<file path="config.mk">
export PLATFORM = sky130hd
export DESIGN_NAME = object_engine_flat
export DESIGN_NICKNAME = d
export VERILOG_FILES = /design/src/rtl/object_engine_if.sv /design/src/rtl/object_engine.sv /design/src/flat_wrapper.sv
export SDC_FILE = /design/constraint.sdc
export NUM_CORES = 1
export LEC_CHECK = 0
export ABC_AREA = 1
export CORE_MARGIN = 3
export CORE_UTILIZATION = 51
export CTS_BUF_LIST = sky130_fd_sc_hd__clkbuf_4 sky130_fd_sc_hd__clkbuf_8 sky130_fd_sc_hd__clkbuf_16
export DETAILED_ROUTE_END_ITERATION = 7
export HOLD_SLACK_MARGIN = 0.12
export PLACE_DENSITY = 0.83
export SETUP_SLACK_MARGIN = 0.1
export SYNTH_ARGS = -nofsm -noshare
export SYNTH_HDL_FRONTEND = slang
export SYNTH_SLANG_ARGS = --single-unit
</file>
<file path="constraint.sdc">
create_clock -name Clock -period 2.5 [get_ports Clock]
set_clock_uncertainty 0.15 [all_clocks]
set_input_delay 0.5 -clock Clock [delete_from_list [all_inputs] [get_ports Clock]]
set_output_delay 0.5 -clock Clock [all_outputs]
set_load 0.01 [all_outputs]
</file>
<file path="src/rtl/object_engine_if.sv">
// Command channel between keyboard/control logic and object_engine.
// The master issues show/hide/move commands; the engine answers with cmd_ready.
interface object_engine_if #(
    parameter int IDW = 1
) ();
    logic           cmd_valid;
    logic           cmd_ready;
    logic [IDW-1:0] cmd_id;
    logic [2:0]     cmd_op;

    modport master (output cmd_valid, output cmd_id, output cmd_op, input cmd_ready);
    modport slave  (input cmd_valid, input cmd_id, input cmd_op, output cmd_ready);
endinterface

</file>
<file path="src/rtl/object_engine.sv">
// Multi-sprite draw engine: erases, moves/clamps and redraws one of NOBJ sprites per
// command, streaming pixels straight into a vga_adapter-style write port.
module object_engine #(
    parameter int nX          = 10,
    parameter int nY          = 9,
    parameter int NOBJ        = 2,
    parameter int IDW         = (NOBJ > 1) ? $clog2(NOBJ) : 1,
    parameter int xOBJ        = 4,
    parameter int yOBJ        = 4,
    parameter int COLOR_DEPTH = 9,
    parameter int STEP        = 1,
    parameter int XMAX        = 639,
    parameter int YMAX        = 479,
    parameter int X_INIT      = 320,
    parameter int Y_INIT      = 240,
    parameter int X_SPACE     = 32,
    parameter logic [COLOR_DEPTH-1:0] BG_COLOR    = {COLOR_DEPTH{1'b0}},
    parameter bit                     TRANS_EN    = 1'b1,
    parameter logic [COLOR_DEPTH-1:0] TRANS_COLOR = {COLOR_DEPTH{1'b1}}
) (
    input  logic                     Clock,
    input  logic                     Resetn,
    object_engine_if.slave           cmd,
    output logic [IDW+yOBJ+xOBJ-1:0] rom_addr,
    input  logic [COLOR_DEPTH-1:0]   rom_data,
    output logic [nX-1:0]            VGA_x,
    output logic [nY-1:0]            VGA_y,
    output logic [COLOR_DEPTH-1:0]   VGA_color,
    output logic                     VGA_write,
    output logic                     busy,
    output logic                     done,
    output logic [NOBJ-1:0]          visible
);

    localparam logic [2:0] OP_SHOW  = 3'd0;
    localparam logic [2:0] OP_HIDE  = 3'd1;
    localparam logic [2:0] OP_LEFT  = 3'd2;
    localparam logic [2:0] OP_RIGHT = 3'd3;
    localparam logic [2:0] OP_UP    = 3'd4;
    localparam logic [2:0] OP_DOWN  = 3'd5;

    // Clamp limits keep the whole box on screen; one extra bit catches the overflow.
    localparam logic [nX:0] X_LIM  = (nX+1)'(XMAX + 1 - (1 << xOBJ));
    localparam logic [nY:0] Y_LIM  = (nY+1)'(YMAX + 1 - (1 << yOBJ));
    localparam logic [nX:0] STEP_X = (nX+1)'(STEP);
    localparam logic [nY:0] STEP_Y = (nY+1)'(STEP);

    typedef enum logic [2:0] {
        S_IDLE  = 3'd0,
        S_ERASE = 3'd1,
        S_MOVE  = 3'd2,
        S_DRAW  = 3'd3,
        S_DONE  = 3'd4
    } state_t;

    state_t                 state_r, state_s;
    logic                   ready_r;
    logic [IDW-1:0]         id_r;
    logic [2:0]             op_r;
    logic [xOBJ-1:0]        xc_r;
    logic [yOBJ-1:0]        yc_r;
    logic [nX-1:0]          x_r [NOBJ];
    logic [nY-1:0]          y_r [NOBJ];
    logic [NOBJ-1:0]        vis_r;
    logic                   write_d_r, erase_d_r;
    logic [nX-1:0]          vga_x_r;
    logic [nY-1:0]          vga_y_r;

    logic                   accept_s, scanning_s, scan_last_s, vis_after_s;
    logic [nX-1:0]          cur_x_s, new_x_s;
    logic [nY-1:0]          cur_y_s, new_y_s;
    logic [nX:0]            ext_x_s, sum_x_s;
    logic [nY:0]            ext_y_s, sum_y_s;

    assign accept_s    = (state_r == S_IDLE) && cmd.cmd_valid && ready_r;
    assign scanning_s  = (state_r == S_ERASE) || (state_r == S_DRAW);
    assign scan_last_s = (&xc_r) && (&yc_r);
    assign cur_x_s     = x_r[id_r];
    assign cur_y_s     = y_r[id_r];
    assign ext_x_s     = {1'b0, cur_x_s};
    assign ext_y_s     = {1'b0, cur_y_s};
    assign sum_x_s     = ext_x_s + STEP_X;
    assign sum_y_s     = ext_y_s + STEP_Y;

    // Position/visibility the latched command produces, applied in MOVE.
    always_comb begin
        new_x_s     = cur_x_s;
        new_y_s     = cur_y_s;
        vis_after_s = vis_r[id_r];
        case (op_r)
            OP_SHOW:  vis_after_s = 1'b1;
            OP_HIDE:  vis_after_s = 1'b0;
            OP_LEFT:  new_x_s = (ext_x_s < STEP_X) ? {nX{1'b0}} : nX'(ext_x_s - STEP_X);
            OP_RIGHT: new_x_s = (sum_x_s > X_LIM) ? nX'(X_LIM) : nX'(sum_x_s);
            OP_UP:    new_y_s = (ext_y_s < STEP_Y) ? {nY{1'b0}} : nY'(ext_y_s - STEP_Y);
            OP_DOWN:  new_y_s = (sum_y_s > Y_LIM) ? nY'(Y_LIM) : nY'(sum_y_s);
            default:  vis_after_s = vis_r[id_r];
        endcase
    end

    // Next-state logic; only a visible object erased by HIDE or a move needs ERASE.
    always_comb begin
        state_s = state_r;
        case (state_r)
            S_IDLE: begin
                if (!accept_s) begin
                    state_s = S_IDLE;
                end else if (cmd.cmd_op > OP_DOWN) begin
                    state_s = S_DONE;
                end else if (vis_r[cmd.cmd_id] && (cmd.cmd_op != OP_SHOW)) begin
                    state_s = S_ERASE;
                end else begin
                    state_s = S_MOVE;
                end
            end
            S_ERASE: state_s = scan_last_s ? S_MOVE : S_ERASE;
            S_MOVE:  state_s = vis_after_s ? S_DRAW : S_DONE;
            S_DRAW:  state_s = scan_last_s ? S_DONE : S_DRAW;
            S_DONE:  state_s = S_IDLE;
            default: state_s = S_IDLE;
        endcase
    end

    // FSM state register, command latch and registered ready.
    always_ff @(posedge Clock) begin
        if (!Resetn) begin
            state_r <= S_IDLE;
            ready_r <= 1'b0;
            id_r    <= {IDW{1'b0}};
            op_r    <= 3'd0;
        end else begin
            state_r <= state_s;
            ready_r <= (state_s == S_IDLE);
            if (accept_s) begin
                id_r <= cmd.cmd_id;
                op_r <= cmd.cmd_op;
            end
        end
    end

    // Row-major box scan; the counters naturally wrap to zero at the end of a pass.
    always_ff @(posedge Clock) begin
        if (!Resetn) begin
            xc_r <= {xOBJ{1'b0}};
            yc_r <= {yOBJ{1'b0}};
        end else if (scanning_s) begin
            xc_r <= xc_r + xOBJ'(1);
            if (&xc_r) begin
                yc_r <= yc_r + yOBJ'(1);
            end
        end else begin
            xc_r <= {xOBJ{1'b0}};
            yc_r <= {yOBJ{1'b0}};
        end
    end

    // Per-object position and visibility.
    always_ff @(posedge Clock) begin
        if (!Resetn) begin
            for (int i = 0; i < NOBJ; i++) begin
                x_r[i] <= nX'(X_INIT + i * X_SPACE);
                y_r[i] <= nY'(Y_INIT);
            end
            vis_r <= {NOBJ{1'b0}};
        end else if (state_r == S_MOVE) begin
            x_r[id_r]   <= new_x_s;
            y_r[id_r]   <= new_y_s;
            vis_r[id_r] <= vis_after_s;
        end
    end

    // Pixel stage, delayed one cycle so it lines up with the synchronous ROM read.
    always_ff @(posedge Clock) begin
        if (!Resetn) begin
            write_d_r <= 1'b0;
            erase_d_r <= 1'b0;
            vga_x_r   <= {nX{1'b0}};
            vga_y_r   <= {nY{1'b0}};
        end else begin
            write_d_r <= scanning_s;
            erase_d_r <= (state_r == S_ERASE);
            if (scanning_s) begin
                vga_x_r <= cur_x_s + nX'(xc_r);
                vga_y_r <= cur_y_s + nY'(yc_r);
            end
        end
    end

    assign cmd.cmd_ready = ready_r;
    assign rom_addr      = {id_r, yc_r, xc_r};
    assign VGA_x         = vga_x_r;
    assign VGA_y         = vga_y_r;
    assign VGA_color     = erase_d_r ? BG_COLOR : rom_data;
    assign VGA_write     = write_d_r & (erase_d_r | ~TRANS_EN | (rom_data != TRANS_COLOR));
    assign busy          = (state_r != S_IDLE);
    assign done          = (state_r == S_DONE);
    assign visible       = vis_r;

endmodule

</file>
<file path="src/flat_wrapper.sv">
// flat-port wrapper written by rule: the top's interface ports become plain ports
module object_engine_flat 
#(
    parameter int nX          = 10,
    parameter int nY          = 9,
    parameter int NOBJ        = 2,
    parameter int IDW         = (NOBJ > 1) ? $clog2(NOBJ) : 1,
    parameter int xOBJ        = 4,
    parameter int yOBJ        = 4,
    parameter int COLOR_DEPTH = 9,
    parameter int STEP        = 1,
    parameter int XMAX        = 639,
    parameter int YMAX        = 479,
    parameter int X_INIT      = 320,
    parameter int Y_INIT      = 240,
    parameter int X_SPACE     = 32,
    parameter logic [COLOR_DEPTH-1:0] BG_COLOR    = {COLOR_DEPTH{1'b0}},
    parameter bit                     TRANS_EN    = 1'b1,
    parameter logic [COLOR_DEPTH-1:0] TRANS_COLOR = {COLOR_DEPTH{1'b1}}
)
  (Clock, Resetn, rom_addr, rom_data, VGA_x, VGA_y, VGA_color, VGA_write, busy, done, visible, cmd_cmd_valid, cmd_cmd_id, cmd_cmd_op, cmd_cmd_ready);
  object_engine_if #(.IDW(IDW)) cmd_i ();
  input  logic Clock;
  input  logic Resetn;
  output logic [IDW+yOBJ+xOBJ-1:0] rom_addr;
  input  logic [COLOR_DEPTH-1:0] rom_data;
  output logic [nX-1:0] VGA_x;
  output logic [nY-1:0] VGA_y;
  output logic [COLOR_DEPTH-1:0] VGA_color;
  output logic VGA_write;
  output logic busy;
  output logic done;
  output logic [NOBJ-1:0] visible;
  input wire logic [$bits(cmd_i.cmd_valid)-1:0] cmd_cmd_valid;
  input wire logic [$bits(cmd_i.cmd_id)-1:0] cmd_cmd_id;
  input wire logic [$bits(cmd_i.cmd_op)-1:0] cmd_cmd_op;
  output wire logic [$bits(cmd_i.cmd_ready)-1:0] cmd_cmd_ready;
  assign cmd_i.cmd_valid = cmd_cmd_valid;
  assign cmd_i.cmd_id = cmd_cmd_id;
  assign cmd_i.cmd_op = cmd_cmd_op;
  assign cmd_cmd_ready = cmd_i.cmd_ready;
  object_engine #(.nX(nX), .nY(nY), .NOBJ(NOBJ), .IDW(IDW), .xOBJ(xOBJ), .yOBJ(yOBJ), .COLOR_DEPTH(COLOR_DEPTH), .STEP(STEP), .XMAX(XMAX), .YMAX(YMAX), .X_INIT(X_INIT), .Y_INIT(Y_INIT), .X_SPACE(X_SPACE), .BG_COLOR(BG_COLOR), .TRANS_EN(TRANS_EN), .TRANS_COLOR(TRANS_COLOR)) u_core (.Clock(Clock), .Resetn(Resetn), .cmd(cmd_i), .rom_addr(rom_addr), .rom_data(rom_data), .VGA_x(VGA_x), .VGA_y(VGA_y), .VGA_color(VGA_color), .VGA_write(VGA_write), .busy(busy), .done(done), .visible(visible));
endmodule
</file>
==> results by group, run 1 <==
Setup path
  – Worst-path fanout max: 5
  – Critical Path Start Type: flop
  – Worst Path Class, Setup: flop to flop
  – CP required: around 2.5 ns
  – Worst setup EP type: flop
  – Critical Path AT: roughly 2.4 ns

Drt
  – Antenna viol nets, final: 0
  – Via count: 5176
  – DRT iter0 DRCs: 337
  – DRC: 0
  – DR pass1 iterations: 5
  – Post-Route WL: 15.01 mm
  – Via density: 5.584
  – DR WL/cell: ~16 um

Clocking
  – Skew-Pair Late Insertion Delay: 0.37 ns
  – Deepest clock path buffer count: 2
  – H-tree level count: 3
  – Total CTS buffers: 9
  – CTS root buffer: clkbuf_8
  – Clk sinks: 78
  – Clock tree from TritonCTS: yes
  – Clock slew at reported path FFs: 0.08 ns

STA
  – Min cycle time layout: 2.443 ns
  – Fmax: between 400 and 500 MHz
  – Rel. slew slack: 68.35%
  – Worst Max-Slew Pin Slew: ~0.47 ns
  – Setup ws final: 0.05685 ns
  – Final setup violation count: 0
  – Tcrit/Tclk final: 97.73%
  – Max-slew violations: 0
  – Final hold violations: 0
  – RSZ-0062 raised after global routing: true

Logic synthesis
  – Syn nets: between 700 and 800
  – Cells after Synth: 675
  – #FFs+latches synth: 78
  – Asr flop ratio synth: 0%
  – Yosys warns: 0
  – Synth top area cells: edfxtp_1 (23%), dfxtp_1 (16%), nand2_1 (10%)
  – Ys flop type: dfxtp_1
  – Syn_area_per_cell: 7.416 um^2
  – Post-synth EDFFs: 38
  – Share of the synthesized area in the top cell type: 22.79%
  – Area leader, netlist: edfxtp_1
  – Distinct cell type count after synthesis: 46
  – Post-Syn Area: 5006 um^2
  – Sequential-to-total area share from yosys stat: 38.79%

Placement
  – IO buf count: 58
  – Dpl cells: 878
  – Dpl ws: -0.2059 ns
  – Post-DP HPWL: 10.10 mm
  – GPL Wtd Cong: a little under 1

Final layout
  – Multi-input gate area: ~3000 um^2
  – Share of layout cells above drive strength 1: 25.94%
  – Fill cells: 705
  – Register area: 1946 um^2
  – Number of diodes: 0
  – Layout area overhead: 36.07%
  – Final #Nets: about 830
  – Final non-filler cell total: roughly 930
  – Utilization after layout: 72.68%

Die
  – Num ports: 59
  – Die Y: about 110 um
  – Chip Width: 105.1 um
  – Core area: 9371 um^2
  – Full die area: 11040 um^2
  – Num rows: 35
  – Initial Util: 53.42%

Global routing
  – Vias in the first global route: 4813
  – Tot GR Track Use: roughly a quarter
  – Global route total overflow: 0
  – Largest net degree at the start of global routing: 21
  – Initial antenna violation count: 0
  – Wire length of the first global-routing pass: ~22 mm

Pwr
  – Leak pwr: 2.847 nW
  – Max IR drop VDD: 0.5304 mV
  – Overall power: about 5.2 mW
  – P per Cell Area: 760.6 nW/um^2

Flow run
  – Max-cap violations: 0

Worst hold path
  – Min-delay worst type: flop to flop

Status
  – Status: finished clean
[flip-flops by register name, indices dropped and copies added (netlist names), 2 cells and up, named ones only]
signal / cells
u_core.x_r: 20
u_core.y_r: 18
u_core.VGA_x: 10
u_core.VGA_y: 9
u_core.xc_r: 4
u_core.yc_r: 4
u_core.op_r: 3
u_core.state_r: 3
u_core.visible: 2
[power by group]
part / total [mW] / switching (mW) / leakage, nW / internal [mW]
Sequential: 1.59 / 0.101 / 0.673 / 1.49
Combinational: 2.58 / 1.54 / 2.07 / 1.04
Clock: 1.01 / 0.497 / 0.106 / 0.516
Total: 5.18 / 2.14 / 2.85 / 3.04
[through the flow]
| step | hold WS, ns | instance area [um^2] | TNS, ns |
|---|---|---|---|
| after global routing | 0.3487 | 6812 | -0.06684 |
| final | 0.3305 | 6812 | 0 |
| after CTS | 0.3272 | 6161 | 0 |
| after floorplan | 0.3145 | 5006 | 0 |
| after detailed placement | 0.3132 | 5911 | -0.2059 |
| after global placement | 0.3068 | 5911 | -0.1205 |
[layer usage]
layer / vias up / global-route usage, % / part of all wire (%) / routed length, um
met5: - / 0 / 0 / 0
met4: 0 / 8.716 / 2.9 / 432
met3: 46 / 4.447 / 6.4 / 957
met2: 241 / 44.59 / 53 / 7950
met1: 2430 / 28.92 / 38 / 5666
li1: 2459 / - / - / -
[Yosys cell counts (2+ instances only)]
library cell / n
a21oi_1: 33
a221oi_1: 2
a22oi_1: 7
a32oi_1: 2
buf_4: 3
buf_6: 2
clkbuf_1: 9
clkinv_1: 3
dfxtp_1: 40
edfxtp_1: 38
fa_1: 2
ha_1: 15
inv_1: 85
inv_2: 9
nand2_1: 140
nand2_2: 22
nand2_4: 6
nand3_1: 56
nand3b_1: 4
nand4_1: 17
nor2_1: 74
nor2_2: 10
nor2_4: 2
nor3_1: 3
o211ai_1: 2
o21ai_0: 36
o21ai_1: 3
o22ai_1: 8
or2_1: 3
or2_2: 2
xnor2_1: 2
xor2_1: 21
[kinds of logic after synthesis]
| group | after synthesis | synth area share [%] |
|---|---|---|
| AND/OR/NAND/NOR | 346 | 32.49 |
| buffers and inverters | 112 | 8.923 |
| AO/OA/AOI/OAI | 99 | 11.22 |
| flip-flops | 78 | 38.79 |
| XOR/XNOR | 23 | 4.024 |
| adder cells (fa/ha/maj) | 17 | 4.549 |
[layout make-up]
cell class | instances | share of cell area (%)
clock buffer | 12 | 2.755
tap | 129 | 2.370
timing repair buffer | 121 | 16.37
multi-input combinational | 486 | 43.97
inverter | 97 | 5.492
clock inverter | 4 | 0.4776
sequential | 78 | 28.56
[path summary, 6_finish.rpt]
| check | slack, ns | cells past startpoint | start | end |
|---|---|---|---|---|
| max | 0.06 | 15 | flop | u_core.x_r[1][6] |
| min | 0.33 | 2 | u_core.VGA_x[9] | u_core.VGA_x[9] |
| max reg2reg | 0.06 | 15 | flop | u_core.x_r[1][6] |
| min reg2reg | 0.33 | 2 | u_core.VGA_x[9] | u_core.VGA_x[9] |
[worst max-delay path, stage by stage, from the launching register on]
cell	delay (ns)
dfxtp_4	0.42
buf_8	0.14
nand2_2	0.07
nand2_4	0.11
ha_4	0.16
nand2_1	0.08
nor2_4	0.16
nand2_1	0.09
nand2_1	0.07
nand2_2	0.08
nor2_2	0.14
nand3_2	0.13
nand2_4	0.12
nand2_1	0.10
nand2_2	0.09
nand3_2	0.07
[what timing repair did]
action,in CTS,in global routing
setup buffers,0,31
endpoints found under the setup margin,22,49
hold buffers,0,0
pin swaps,0,46
resized for setup,11,108
cloned,0,2
[cell usage in the layout, fill, tap and decap left out, types with 7 or more instances in the layout]
| cell type | n |
|---|---|
| a21oi_1 | 30 |
| buf_4 | 55 |
| clkbuf_8 | 10 |
| clkdlybuf4s50_1 | 55 |
| dfxtp_1 | 39 |
| edfxtp_1 | 38 |
| ha_1 | 8 |
| inv_1 | 81 |
| inv_2 | 10 |
| nand2_1 | 115 |
| nand2_2 | 34 |
| nand2_4 | 20 |
| nand3_1 | 48 |
| nand3_2 | 9 |
| nand4_1 | 17 |
| nor2_1 | 64 |
| nor2_2 | 14 |
| nor2_4 | 8 |
| o21ai_0 | 30 |
| o21ai_1 | 7 |
| o22ai_1 | 7 |
| xor2_1 | 20 |
No activity file was read; power rests on OpenSTA's default activity.
==> run 2, diff against run 1 <==
--- a/config.mk
+++ b/config.mk
@@ -9,6 +9,7 @@
 export CORE_MARGIN = 3
 export CORE_UTILIZATION = 51
 export CTS_BUF_LIST = sky130_fd_sc_hd__clkbuf_4 sky130_fd_sc_hd__clkbuf_8 sky130_fd_sc_hd__clkbuf_16
+export CTS_CLUSTER_SIZE = 30
 export DETAILED_ROUTE_END_ITERATION = 7
 export HOLD_SLACK_MARGIN = 0.12
 export PLACE_DENSITY = 0.83
==> results of run 2 <==
No change in the layout: final DEF, timing and power equal those of run 1.
==> run 3, diff against run 2 <==
--- a/config.mk
+++ b/config.mk
@@ -6,7 +6,7 @@
 export NUM_CORES = 1
 export LEC_CHECK = 0
 export ABC_AREA = 1
-export CORE_MARGIN = 3
+export CORE_MARGIN = 1
 export CORE_UTILIZATION = 51
 export CTS_BUF_LIST = sky130_fd_sc_hd__clkbuf_4 sky130_fd_sc_hd__clkbuf_8 sky130_fd_sc_hd__clkbuf_16
 export CTS_CLUSTER_SIZE = 30
@@ -17,3 +17,4 @@
 export SYNTH_ARGS = -nofsm -noshare
 export SYNTH_HDL_FRONTEND = slang
 export SYNTH_SLANG_ARGS = --single-unit
+export TNS_END_PERCENT = 100
==> results by group, run 3 (synthesis results as in run 1) <==
Setup path
  – CP required: 2.44 ns (-0.02 ns)
  – Worst setup EP type: flop
  – Crit-path max cell delay: 0.37 ns (-0.05 ns)
  – Critical Path AT: 2.41 ns (about the same)
  – Worst-path fanout max: 7 (+2)
  – Critical path, cell by cell: buf_6 > buf_6 > nand2_1 > nand2_2 > nor2_4 > nand3_2 > nor2_1 > nand2_1 > nand3b_1 > nand2_2 > nand3_1 > nand3_1
  – Crit-path slowest cell: dfxtp_4
  – Critical Path Start Type: flop
  – Worst Path Class, Setup: flop to flop

Placement
  – GPL Wtd Cong: 0.9656 (-0.58%)
  – Post-DP HPWL: 10.10 mm (about the same)
  – Dpl cells: 875 (-0.34%)
  – IO buf count: 58 (unchanged)
  – Dpl ws: -0.1439 ns (+0.06198 ns)
  – Placement Cell Area: 5888 um^2 (-0.38%)

Die
  – Die Y: 101.1 um (-3.8%)
  – Chip Width: 101.1 um (-3.8%)
  – Num rows: 35 (unchanged)
  – Core area: 9371 um^2 (unchanged)
  – Initial Util: 53.42% (unchanged)
  – Num ports: 59 (unchanged)
  – Full die area: 10220 um^2 (-7.5%)

Final layout
  – Max FFs per register: 20 (unchanged)
  – Utilization after layout: 68.87% (-3.8 points)
  – Fill cells: 765 (+8.5%)
  – Most flops, register: u_core.x_r
  – Final #Nets: 800 (-3.1%)
  – Final instance area: 6454 um^2 (-5.3%)
  – Share of layout cells above drive strength 1: 21.76% (-4.2 points)
  – Most common cell after layout, fill and taps aside: nand2_1
  – Most frequent cells in the layout: nand2_1 (133), inv_1 (78), nor2_1 (62), clkdlybuf4s50_1 (53), nand3_1 (47)
  – Final non-filler cell total: 901 (-2.8%)
  – Multi-input gate area: 2912 um^2 (-2.8%)
  – Register area: 1946 um^2 (unchanged)
  – Number of diodes: 0 (unchanged)
  – Layout area overhead: 28.92%

STA
  – Rel. slew slack: 63.43% (-4.9 points)
  – Final setup violation count: 0 (unchanged)
  – Min cycle time layout: 2.474 ns (+0.03130 ns)
  – Final hold violations: 0 (unchanged)
  – Setup ws final: 0.02554 ns (-0.03130 ns)
  – Tcrit/Tclk final: 98.98% (+1.3 points)
  – Fin Hold WS: 0.3302 ns (-0.0002510 ns)
  – RSZ-0062 raised after global routing: true
  – Total negative setup slack: 0 ns (unchanged)
  – Worst Max-Slew Pin Slew: 0.5428 ns (+0.07299 ns)
  – Max-slew violations: 0 (unchanged)
  – Fmax: 404.1 MHz (-1.3%)

Global routing
  – Largest net degree at the start of global routing: 21 (unchanged)
  – Vias in the first global route: 4920 (+2.2%)
  – Global route total overflow: 0 (unchanged)
  – Wire length of the first global-routing pass: 22.08 mm (-0.65%)
  – Initial antenna violation count: 0 (unchanged)
  – Tot GR Track Use: 27.42% (+2.8 points)

Pwr
  – Switching Fraction: 42.83% (+1.6 points)
  – Sw power: 2.043 mW (-4.4%)
  – Leak pwr: 2.698 nW (-5.2%)
  – Overall power: 4.770 mW (-7.9%)
  – P per Cell Area: 739.1 nW/um^2 (-2.8%)
  – Sequential Power Share: 33.2% (+2.5 points)
  – Internal power: 2.727 mW (-10%)
  – Max IR drop VDD: 0.4166 mV (-21%)
  – Power share of the clock group: 17.7% (-1.8 points)
  – Logic pwr share: 49.1% (-0.7 points)

Clocking
  – H-tree level count: 3 (unchanged)
  – Clk sinks: 78 (unchanged)
  – Skew-Pair Late Insertion Delay: 0.35 ns (-0.02 ns)
  – Deepest clock path buffer count: 2 (unchanged)
  – Clock slew at reported path FFs: 0.08 ns (about the same)
  – Clock tree from TritonCTS: yes
  – CTS root buffer: clkbuf_8
  – Total CTS buffers: 9 (unchanged)

Worst hold path
  – Min-delay worst type: flop to flop

Drt
  – DRT iter0 DRCs: 414 (+23%)
  – DR WL/cell: 16.09 um (-0.60%)
  – DR pass1 iterations: 6 (+1)
  – Via count: 5233 (+1.1%)
  – Antenna viol nets, final: 0 (unchanged)
  – Via density: 5.808 (+4.0%)
  – Post-Route WL: 14.50 mm (-3.4%)
  – DRC: 0 (unchanged)

Status
  – Status: finished clean

Flow run
  – Max-cap violations: 0 (unchanged)
[run 3: critical path, delay by kind of cell (launching register included)]
kind                   cells  cell delay [ns]
AND/OR/NAND/NOR           10             1.42
flip-flops                 1             0.37
buffers and inverters      2             0.27
[run 3: layout make-up]
class	instances	area share, %
Sequential cell	78	30.15
Clock inverter	6	0.5622
Multi-Input combinational cell	486	45.11
Inverter	97	5.758
Clock buffer	10	2.036
Tap cell	129	2.501
Timing Repair Buffer	95	13.88
[run 3: timing repair]
action | 4_1_cts | 5_1_grt
endpoints found under the setup margin | 40 | 49
hold buffers | 0 | 0
gates cloned | 0 | 1
hold endpoints to repair | 0 | 0
buffers inserted | 0 | 9
pin swaps | 0 | 25
resized for setup | 11 | 86
[run 3: final timing paths]
path	endpoint	from	slack, ns	depth (start not counted)
setup / recovery	u_core.x_r[0][8]	flop	0.03	12
hold / removal	u_core.VGA_x[6]	u_core.VGA_x[6]	0.33	2
setup reg to reg	u_core.x_r[0][8]	flop	0.03	12
hold reg to reg	u_core.VGA_x[6]	u_core.VGA_x[6]	0.33	2
[run 3: power groups by stage]
stage               Sequential, mW  Combinational (mW)  Clock (mW)
floorplan                     1.62                1.32           0
global placement              1.59                1.94           0
detailed placement            1.60                2.00           0
CTS                           1.58                2.03       0.849
global route                  1.60                2.52       0.902
finish                        1.58                2.34       0.843
[run 3: layer usage]
metal	up-vias	wire length [um]	part of all wire [%]	global-route usage [%]
met4	0	549	3.8	12.60
met2	288	7444	51	49.66
met3	71	1027	7.1	5.201
met5	-	0	0	0
li1	2410	-	-	-
met1	2464	5477	38	30.99
